`src/rtl/reg_bank_pkg.sv`:
```
// Shared encodings for the datapath register bank and its memory-transaction FSM.
// Register indices double as bit positions in the C-bus load mask.
package reg_bank_pkg;

    localparam int REG_MAR = 0;
    localparam int REG_MDR = 1;
    localparam int REG_PC  = 2;
    localparam int REG_MBR = 3;
    localparam int REG_SP  = 4;
    localparam int REG_LV  = 5;
    localparam int REG_CPP = 6;
    localparam int REG_TOS = 7;
    localparam int REG_OPC = 8;

    localparam logic [3:0] BSEL_MDR   = 4'd0;
    localparam logic [3:0] BSEL_PC    = 4'd1;
    localparam logic [3:0] BSEL_MBR_S = 4'd2;
    localparam logic [3:0] BSEL_MBR_U = 4'd3;
    localparam logic [3:0] BSEL_SP    = 4'd4;
    localparam logic [3:0] BSEL_LV    = 4'd5;
    localparam logic [3:0] BSEL_CPP   = 4'd6;
    localparam logic [3:0] BSEL_TOS   = 4'd7;
    localparam logic [3:0] BSEL_OPC   = 4'd8;

    localparam logic [1:0] MEM_NONE  = 2'b00;
    localparam logic [1:0] MEM_READ  = 2'b01;
    localparam logic [1:0] MEM_WRITE = 2'b10;
    localparam logic [1:0] MEM_FETCH = 2'b11;

    localparam logic [1:0] ST_IDLE  = 2'd0;
    localparam logic [1:0] ST_READ  = 2'd1;
    localparam logic [1:0] ST_WRITE = 2'd2;
    localparam logic [1:0] ST_FETCH = 2'd3;

endpackage

```
`src/rtl/mem_xact_fsm.sv`:
```
// Single-outstanding memory transaction engine: latches address/data on the command edge,
// holds mem_req until mem_ack or timeout, and emits register load strobes on completion.
module mem_xact_fsm
    import reg_bank_pkg::*;
#(
    parameter int DATA_W  = 32,
    parameter int ADDR_W  = 4,
    parameter int TIMEOUT = 15
) (
    input  logic              clock,
    input  logic              reset,
    input  logic [1:0]        mem_op,
    input  logic              mem_ack,
    input  logic [ADDR_W-1:0] mar_addr,
    input  logic [ADDR_W-1:0] pc_addr,
    input  logic [DATA_W-1:0] mdr_val,
    output logic              mem_req,
    output logic              mem_we,
    output logic [ADDR_W-1:0] mem_addr,
    output logic [DATA_W-1:0] mem_wdata,
    output logic              err,
    output logic              mdr_ld,
    output logic              mbr_ld,
    output logic              pc_inc,
    output logic [1:0]        state_o
);

    localparam int CNT_W = (TIMEOUT > 1) ? $clog2(TIMEOUT) : 1;
    localparam logic [CNT_W-1:0] CNT_LAST = CNT_W'((TIMEOUT > 0) ? TIMEOUT - 1 : 0);

    logic [1:0]        state_q, state_d;
    logic [CNT_W-1:0]  cnt_q, cnt_d;
    logic              we_q, we_d;
    logic [ADDR_W-1:0] addr_q, addr_d;
    logic [DATA_W-1:0] wdata_q, wdata_d;
    logic              err_q, err_d;
    logic              busy;
    logic              timeout_hit;

    assign busy        = (state_q != ST_IDLE);
    // The counter holds the number of ack-less cycles already spent, so the last one aborts.
    assign timeout_hit = (TIMEOUT > 0) && (cnt_q == CNT_LAST);

    always_comb begin
        state_d = state_q;
        cnt_d   = cnt_q;
        we_d    = we_q;
        addr_d  = addr_q;
        wdata_d = wdata_q;
        err_d   = err_q;
        mdr_ld  = 1'b0;
        mbr_ld  = 1'b0;
        pc_inc  = 1'b0;
        if (!busy) begin
            if (mem_op != MEM_NONE) begin
                cnt_d = '0;
                case (mem_op)
                    MEM_READ: begin
                        state_d = ST_READ;
                        addr_d  = mar_addr;
                        we_d    = 1'b0;
                    end
                    MEM_WRITE: begin
                        state_d = ST_WRITE;
                        addr_d  = mar_addr;
                        wdata_d = mdr_val;
                        we_d    = 1'b1;
                    end
                    default: begin
                        state_d = ST_FETCH;
                        addr_d  = pc_addr;
                        we_d    = 1'b0;
                    end
                endcase
            end
        end else begin
            if (mem_op != MEM_NONE) begin
                err_d = 1'b1;
            end
            if (mem_ack) begin
                state_d = ST_IDLE;
                we_d    = 1'b0;
                mdr_ld  = (state_q == ST_READ);
                mbr_ld  = (state_q == ST_FETCH);
                pc_inc  = (state_q == ST_FETCH);
            end else if (timeout_hit) begin
                state_d = ST_IDLE;
                we_d    = 1'b0;
                err_d   = 1'b1;
            end else begin
                cnt_d = cnt_q + 1'b1;
            end
        end
    end

    always_ff @(posedge clock or posedge reset) begin
        if (reset) begin
            state_q <= ST_IDLE;
            cnt_q   <= '0;
            we_q    <= 1'b0;
            addr_q  <= '0;
            wdata_q <= '0;
            err_q   <= 1'b0;
        end else begin
            state_q <= state_d;
            cnt_q   <= cnt_d;
            we_q    <= we_d;
            addr_q  <= addr_d;
            wdata_q <= wdata_d;
            err_q   <= err_d;
        end
    end

    assign mem_req   = busy;
    assign mem_we    = we_q;
    assign mem_addr  = addr_q;
    assign mem_wdata = wdata_q;
    assign err       = err_q;
    assign state_o   = state_q;

endmodule

```
`src/rtl/reg_bank_mem_ctrl.sv`:
```
// Datapath register bank with B-bus source mux, masked C-bus loads and an attached
// memory-transaction FSM whose completions take priority over C-bus writes.
module reg_bank_mem_ctrl
    import reg_bank_pkg::*;
#(
    parameter int DATA_W  = 32,
    parameter int ADDR_W  = 4,
    parameter int TIMEOUT = 15
) (
    input  logic              clock,
    input  logic              reset,
    input  logic [3:0]        bbus_sel,
    input  logic [8:0]        cbus_wr,
    input  logic              h_wr,
    input  logic [DATA_W-1:0] cbus_in,
    input  logic [1:0]        mem_op,
    input  logic              mem_ack,
    input  logic [DATA_W-1:0] mem_rdata,
    output logic [DATA_W-1:0] bbus_out,
    output logic [DATA_W-1:0] h_out,
    output logic              mem_req,
    output logic              mem_we,
    output logic [ADDR_W-1:0] mem_addr,
    output logic [DATA_W-1:0] mem_wdata,
    output logic              busy,
    output logic              err
);

    // MAR is only ever observed through the memory address, so only its low bits are kept.
    logic [ADDR_W-1:0] mar_q, mar_d;
    logic [DATA_W-1:0] mdr_q, mdr_d, mdr_cb;
    logic [DATA_W-1:0] pc_q, pc_d, pc_cb;
    logic [7:0]        mbr_q, mbr_d;
    logic [DATA_W-1:0] sp_q, sp_d, lv_q, lv_d, cpp_q, cpp_d;
    logic [DATA_W-1:0] tos_q, tos_d, opc_q, opc_d, h_q, h_d;
    logic              mdr_ld, mbr_ld, pc_inc;
    logic [1:0]        fsm_state;

    always_comb begin
        mar_d  = cbus_wr[REG_MAR] ? cbus_in[ADDR_W-1:0] : mar_q;
        mdr_cb = cbus_wr[REG_MDR] ? cbus_in : mdr_q;
        pc_cb  = cbus_wr[REG_PC]  ? cbus_in : pc_q;
        mdr_d  = mdr_ld ? mem_rdata : mdr_cb;
        pc_d   = pc_inc ? pc_q + 1'b1 : pc_cb;
        mbr_d  = mbr_ld ? mem_rdata[7:0] : (cbus_wr[REG_MBR] ? cbus_in[7:0] : mbr_q);
        sp_d   = cbus_wr[REG_SP]  ? cbus_in : sp_q;
        lv_d   = cbus_wr[REG_LV]  ? cbus_in : lv_q;
        cpp_d  = cbus_wr[REG_CPP] ? cbus_in : cpp_q;
        tos_d  = cbus_wr[REG_TOS] ? cbus_in : tos_q;
        opc_d  = cbus_wr[REG_OPC] ? cbus_in : opc_q;
        h_d    = h_wr ? cbus_in : h_q;
    end

    always_ff @(posedge clock or posedge reset) begin
        if (reset) begin
            mar_q <= '0;
            mdr_q <= '0;
            pc_q  <= '0;
            mbr_q <= '0;
            sp_q  <= '0;
            lv_q  <= '0;
            cpp_q <= '0;
            tos_q <= '0;
            opc_q <= '0;
            h_q   <= '0;
        end else begin
            mar_q <= mar_d;
            mdr_q <= mdr_d;
            pc_q  <= pc_d;
            mbr_q <= mbr_d;
            sp_q  <= sp_d;
            lv_q  <= lv_d;
            cpp_q <= cpp_d;
            tos_q <= tos_d;
            opc_q <= opc_d;
            h_q   <= h_d;
        end
    end

    // Command-edge address/data come from the C-bus-updated values; no memory load can
    // coincide with a command because commands are only accepted while idle.
    mem_xact_fsm #(
        .DATA_W  (DATA_W),
        .ADDR_W  (ADDR_W),
        .TIMEOUT (TIMEOUT)
    ) u_fsm (
        .clock     (clock),
        .reset     (reset),
        .mem_op    (mem_op),
        .mem_ack   (mem_ack),
        .mar_addr  (mar_d),
        .pc_addr   (pc_cb[ADDR_W-1:0]),
        .mdr_val   (mdr_cb),
        .mem_req   (mem_req),
        .mem_we    (mem_we),
        .mem_addr  (mem_addr),
        .mem_wdata (mem_wdata),
        .err       (err),
        .mdr_ld    (mdr_ld),
        .mbr_ld    (mbr_ld),
        .pc_inc    (pc_inc),
        .state_o   (fsm_state)
    );

    assign busy = (fsm_state != ST_IDLE);

    always_comb begin
        case (bbus_sel)
            BSEL_MDR:   bbus_out = mdr_q;
            BSEL_PC:    bbus_out = pc_q;
            BSEL_MBR_S: bbus_out = {{(DATA_W-8){mbr_q[7]}}, mbr_q};
            BSEL_MBR_U: bbus_out = {{(DATA_W-8){1'b0}}, mbr_q};
            BSEL_SP:    bbus_out = sp_q;
            BSEL_LV:    bbus_out = lv_q;
            BSEL_CPP:   bbus_out = cpp_q;
            BSEL_TOS:   bbus_out = tos_q;
            BSEL_OPC:   bbus_out = opc_q;
            default:    bbus_out = '0;
        endcase
    end

    assign h_out = h_q;

endmodule

```
`config.mk`:
```
export PLATFORM = sky130hd
export DESIGN_NAME = reg_bank_mem_ctrl
export DESIGN_NICKNAME = d
export VERILOG_FILES = /design/src/rtl/reg_bank_pkg.sv /design/src/rtl/mem_xact_fsm.sv /design/src/rtl/reg_bank_mem_ctrl.sv
export SDC_FILE = /design/constraint.sdc
export NUM_CORES = 1
export LEC_CHECK = 0
export CELL_PAD_IN_SITES_DETAIL_PLACEMENT = 1
export CELL_PAD_IN_SITES_GLOBAL_PLACEMENT = 2
export CORE_MARGIN = 2
export CORE_UTILIZATION = 40
export CTS_CLUSTER_SIZE = 8
export DETAILED_ROUTE_END_ITERATION = 8
export GPL_TIMING_DRIVEN = 1
export PLACE_DENSITY = 0.85
export SLEW_MARGIN = 20
export SYNTH_ARGS = -nofsm -noshare
export SYNTH_HDL_FRONTEND = slang
export SYNTH_SLANG_ARGS = --single-unit
```
`constraint.sdc`:
```
create_clock -name clock -period 17.9 [get_ports clock]
set_clock_uncertainty 0.2 [all_clocks]
set_input_delay 4.475 -clock clock [delete_from_list [all_inputs] [get_ports clock]]
set_output_delay 4.475 -clock clock [all_outputs]
set_load 0.03 [all_outputs]
```
==> metrics <==
Routed WL=roughly 46000 um; Max-Cap Viols=0; Synth Area in Compound Gates=12.0%; clock share of power=31.8%; critical path type=in -> out; Crit. End Element=primary output; min-delay worst type=reg -> reg; Final min period=12.91 ns; core area=36300 sq um; Post-Synth Simple-Gate Area=9.73%; Synth Area in XOR/XNOR=0.0598%; yosys warns=0; CTS root buf=clkbuf_16; Cells after Synth=between 1000 and 1500; ys async rst share=100%; Yosys reg bits=312; Longest Clk Path Bufs=3; Yosys top cell area share=between 50% and 60%; routed vias/inst=5.77; Slew @ Worst Pin=about 1 ns; largest family of logic cells by synthesized area=multiplexers; power consumption=2330 uW; 1st-iter DRT viols=688; GP Congestion=0.821; final hold violation count=0; Post-synth EDFFs=0; Final TNS setup=0 ns; Sw Ratio=33.4%; Worst-Skew Late Latency=0.55 ns; Die Width=195 um; DRC Markers=0; Max Slew Vio Count=0; crit start category=input pin; Slew headroom=33.8%; logic gate share of total power=27.0%; CTS Buf Count=44; Reg power frac=41.2%; Antenna Cells=0; row cnt=70; Final ANT Viol Nets=0; Synth Area per Inst=between 10 and 15 sq um; post-synthesis sequential area ratio=53.4%; wire per inst=24.5 um; Filler cells=3790; IO Port Bufs=186; final setup fails=0; initial antenna violation count=0; Worst EP required=about 13 ns; WP data arrival=8.23 ns; highest clock rate=~0.077 GHz; DR vias=10931; P_leak=approximately 0.0074 uW; largest net degree at the start of global routing=90; share of cells above drive strength 1=22.3%; R2R setup slack=15.35 ns; initial core utilization=40.3%; Die Span Y=195 um; DP HPWL=31300 um; crit share post-route=72.1%; crit-path max FO=36; post-synth top area cell=dfrtp_1; first-pass GRT wire length=72700 um; Gates resized, CTS repair=0; P per Cell Area=between 100 and 150 nW/um^2; Syn Std Cell Area=14600 sq um; number of H-tree levels=2; peak supply drop=~0.000076 V; syn_nets=1362; number of global-route vias before repair=between 10000 and 15000; synth top area cells=dfrtp_1, mux2_2, mux2i_1; internal power=1560 uW; IO Count=187; post-CTS setup repair buffer count=0; Adder-Cell Fraction of Synth Area=0.598%; Layout Area Growth over Synthesis=22.6%; WHS=approximately 0.26 ns; DR pass1 iterations=6; unrepaired setup endpoints after global routing=false; predominant post-synthesis flop cell=dfrtp_1; mux share of post-synthesis cell area=20.8%; CTS tree=done; GRT Overall Usage=between 20 and 25%; fin nets=around 1500; status=finished, final reports clean; post-synth cell types=61; cts hold-fix bufs=0; NetSw=780 uW; Clk pin slew, worst setup/hold paths=roughly 0.050 ns; die area=38100 sq um; Overflow after GRT=0; TritonCTS Sinks=312
## per-stage QoR
| stage | util [%] | instance area [sq um] | cells | worst slack, ns |
|---|---|---|---|---|
| final | 49.4 | 17900 | 1895 | 4.99 |
| after global routing | 49.4 | 17900 | 1895 | 4.77 |
| after CTS | 49.3 | 17900 | 1895 | 5.03 |
| after detailed placement | 46.1 | 16800 | 1848 | 5.04 |
| after global placement | 46.1 | 16800 | 1848 | 5.10 |
| after floorplan | - | 14600 | 1272 | 4.60 |
## final cells by class
class / count / area, sq um / share of cell area (%)
multi-input combinational: 851 / 6320 / 35.3
tap: 468 / 586 / 3.26
clock inverter: 1 / 16.3 / 0.0907
inverter: 11 / 48.8 / 0.272
timing repair buffer: 206 / 2010 / 11.2
sequential: 312 / 7810 / 43.5
clock buffer: 46 / 1150 / 6.42
## worst max-delay path, stage by stage
cell,delay [ns]
clkdlybuf4s50_1,0.46
buf_4,0.41
nor2b_2,0.63
nand2_1,0.21
nor2_4,0.63
a22oi_1,0.16
a41oi_1,0.46
clkdlybuf4s50_1,0.75
## cell usage in the layout, fill, tap and decap left out, drive strengths merged, types with 36 or more instances in the layout
cell           count
nand2             97
nand3             36
nor2             101
a22oi             36
clkdlybuf4s50    184
mux2i             57
o21ai             41
dfrtp            312
mux2             219
clkbuf            46
a21oi            105
## cells by family (layout without fill, tap and decap cells)
kind of cell,after synthesis,count (layout)
flops,312,312
simple gates,295,295
mux,276,276
compound gates,272,272
buf+inv,109,264
fa+ha+maj,7,7
xor+xnor,1,1
## final timing paths
path                             startpoint                  end  depth (start not counted)
min                               u_fsm.err            u_fsm.err                          1
max reg2reg                u_fsm.state_o[0]  u_fsm.mem_wdata[13]                          5
min reg2reg                       u_fsm.err            u_fsm.err                          1
min in group asynchronous             reset    u_fsm.mem_addr[2]                          2
max in group asynchronous             reset            h_out[31]                          4
max                             bbus_sel[2]         bbus_out[29]                          8
## Yosys cell counts, types with 6 or more instances
cell type and count:
a21oi_1 105, a221oi_1 19, a22o_1 6, a22oi_1 36
a31oi_1 6, a41oi_1 9, and2_1 6, and3_1 7
buf_1 25, buf_2 33, buf_4 7, clkbuf_1 27
dfrtp_1 312, ha_1 7, inv_1 11, mux2_2 219
mux2i_1 57, nand2_1 97, nand3_1 35, nand4_1 12
nor2_1 95, nor2b_1 6, nor3_1 6, o211ai_1 7
o21ai_0 41, o22ai_1 6
## registers in the layout, indices dropped and copies added (netlist names)
signal,flops
pc_q,32
h_out,32
cpp_q,32
opc_q,32
tos_q,32
sp_q,32
mar_q,4
mbr_q,8
u_fsm.mem_we,1
u_fsm.err,1
u_fsm.mem_wdata,32
u_fsm.cnt_q,4
u_fsm.state_o,2
lv_q,32
u_fsm.mem_addr,4
mdr_q,32
## routing by layer
metal / global-route usage (%) / routed length (um) / up-vias
met5: 0 / 0 / -
met4: 5.74 / 806 / 0
met3: 4.61 / 2600 / 53
met2: 38.2 / 21100 / 310
met1: 36.2 / 22000 / 5679
li1: - / - / 4889
## power groups by stage
stage | Sequential (uW) | Clock (uW) | Combinational (uW)
2_1_floorplan | 1020 | 0 | 305
3_3_place_gp | 963 | 0 | 617
4_1_cts | 961 | 762 | 635
5_1_grt | 982 | 786 | 681
3_5_place_dp | 969 | 0 | 630
6_report | 963 | 742 | 630
(Power assumes the default switching activity.)
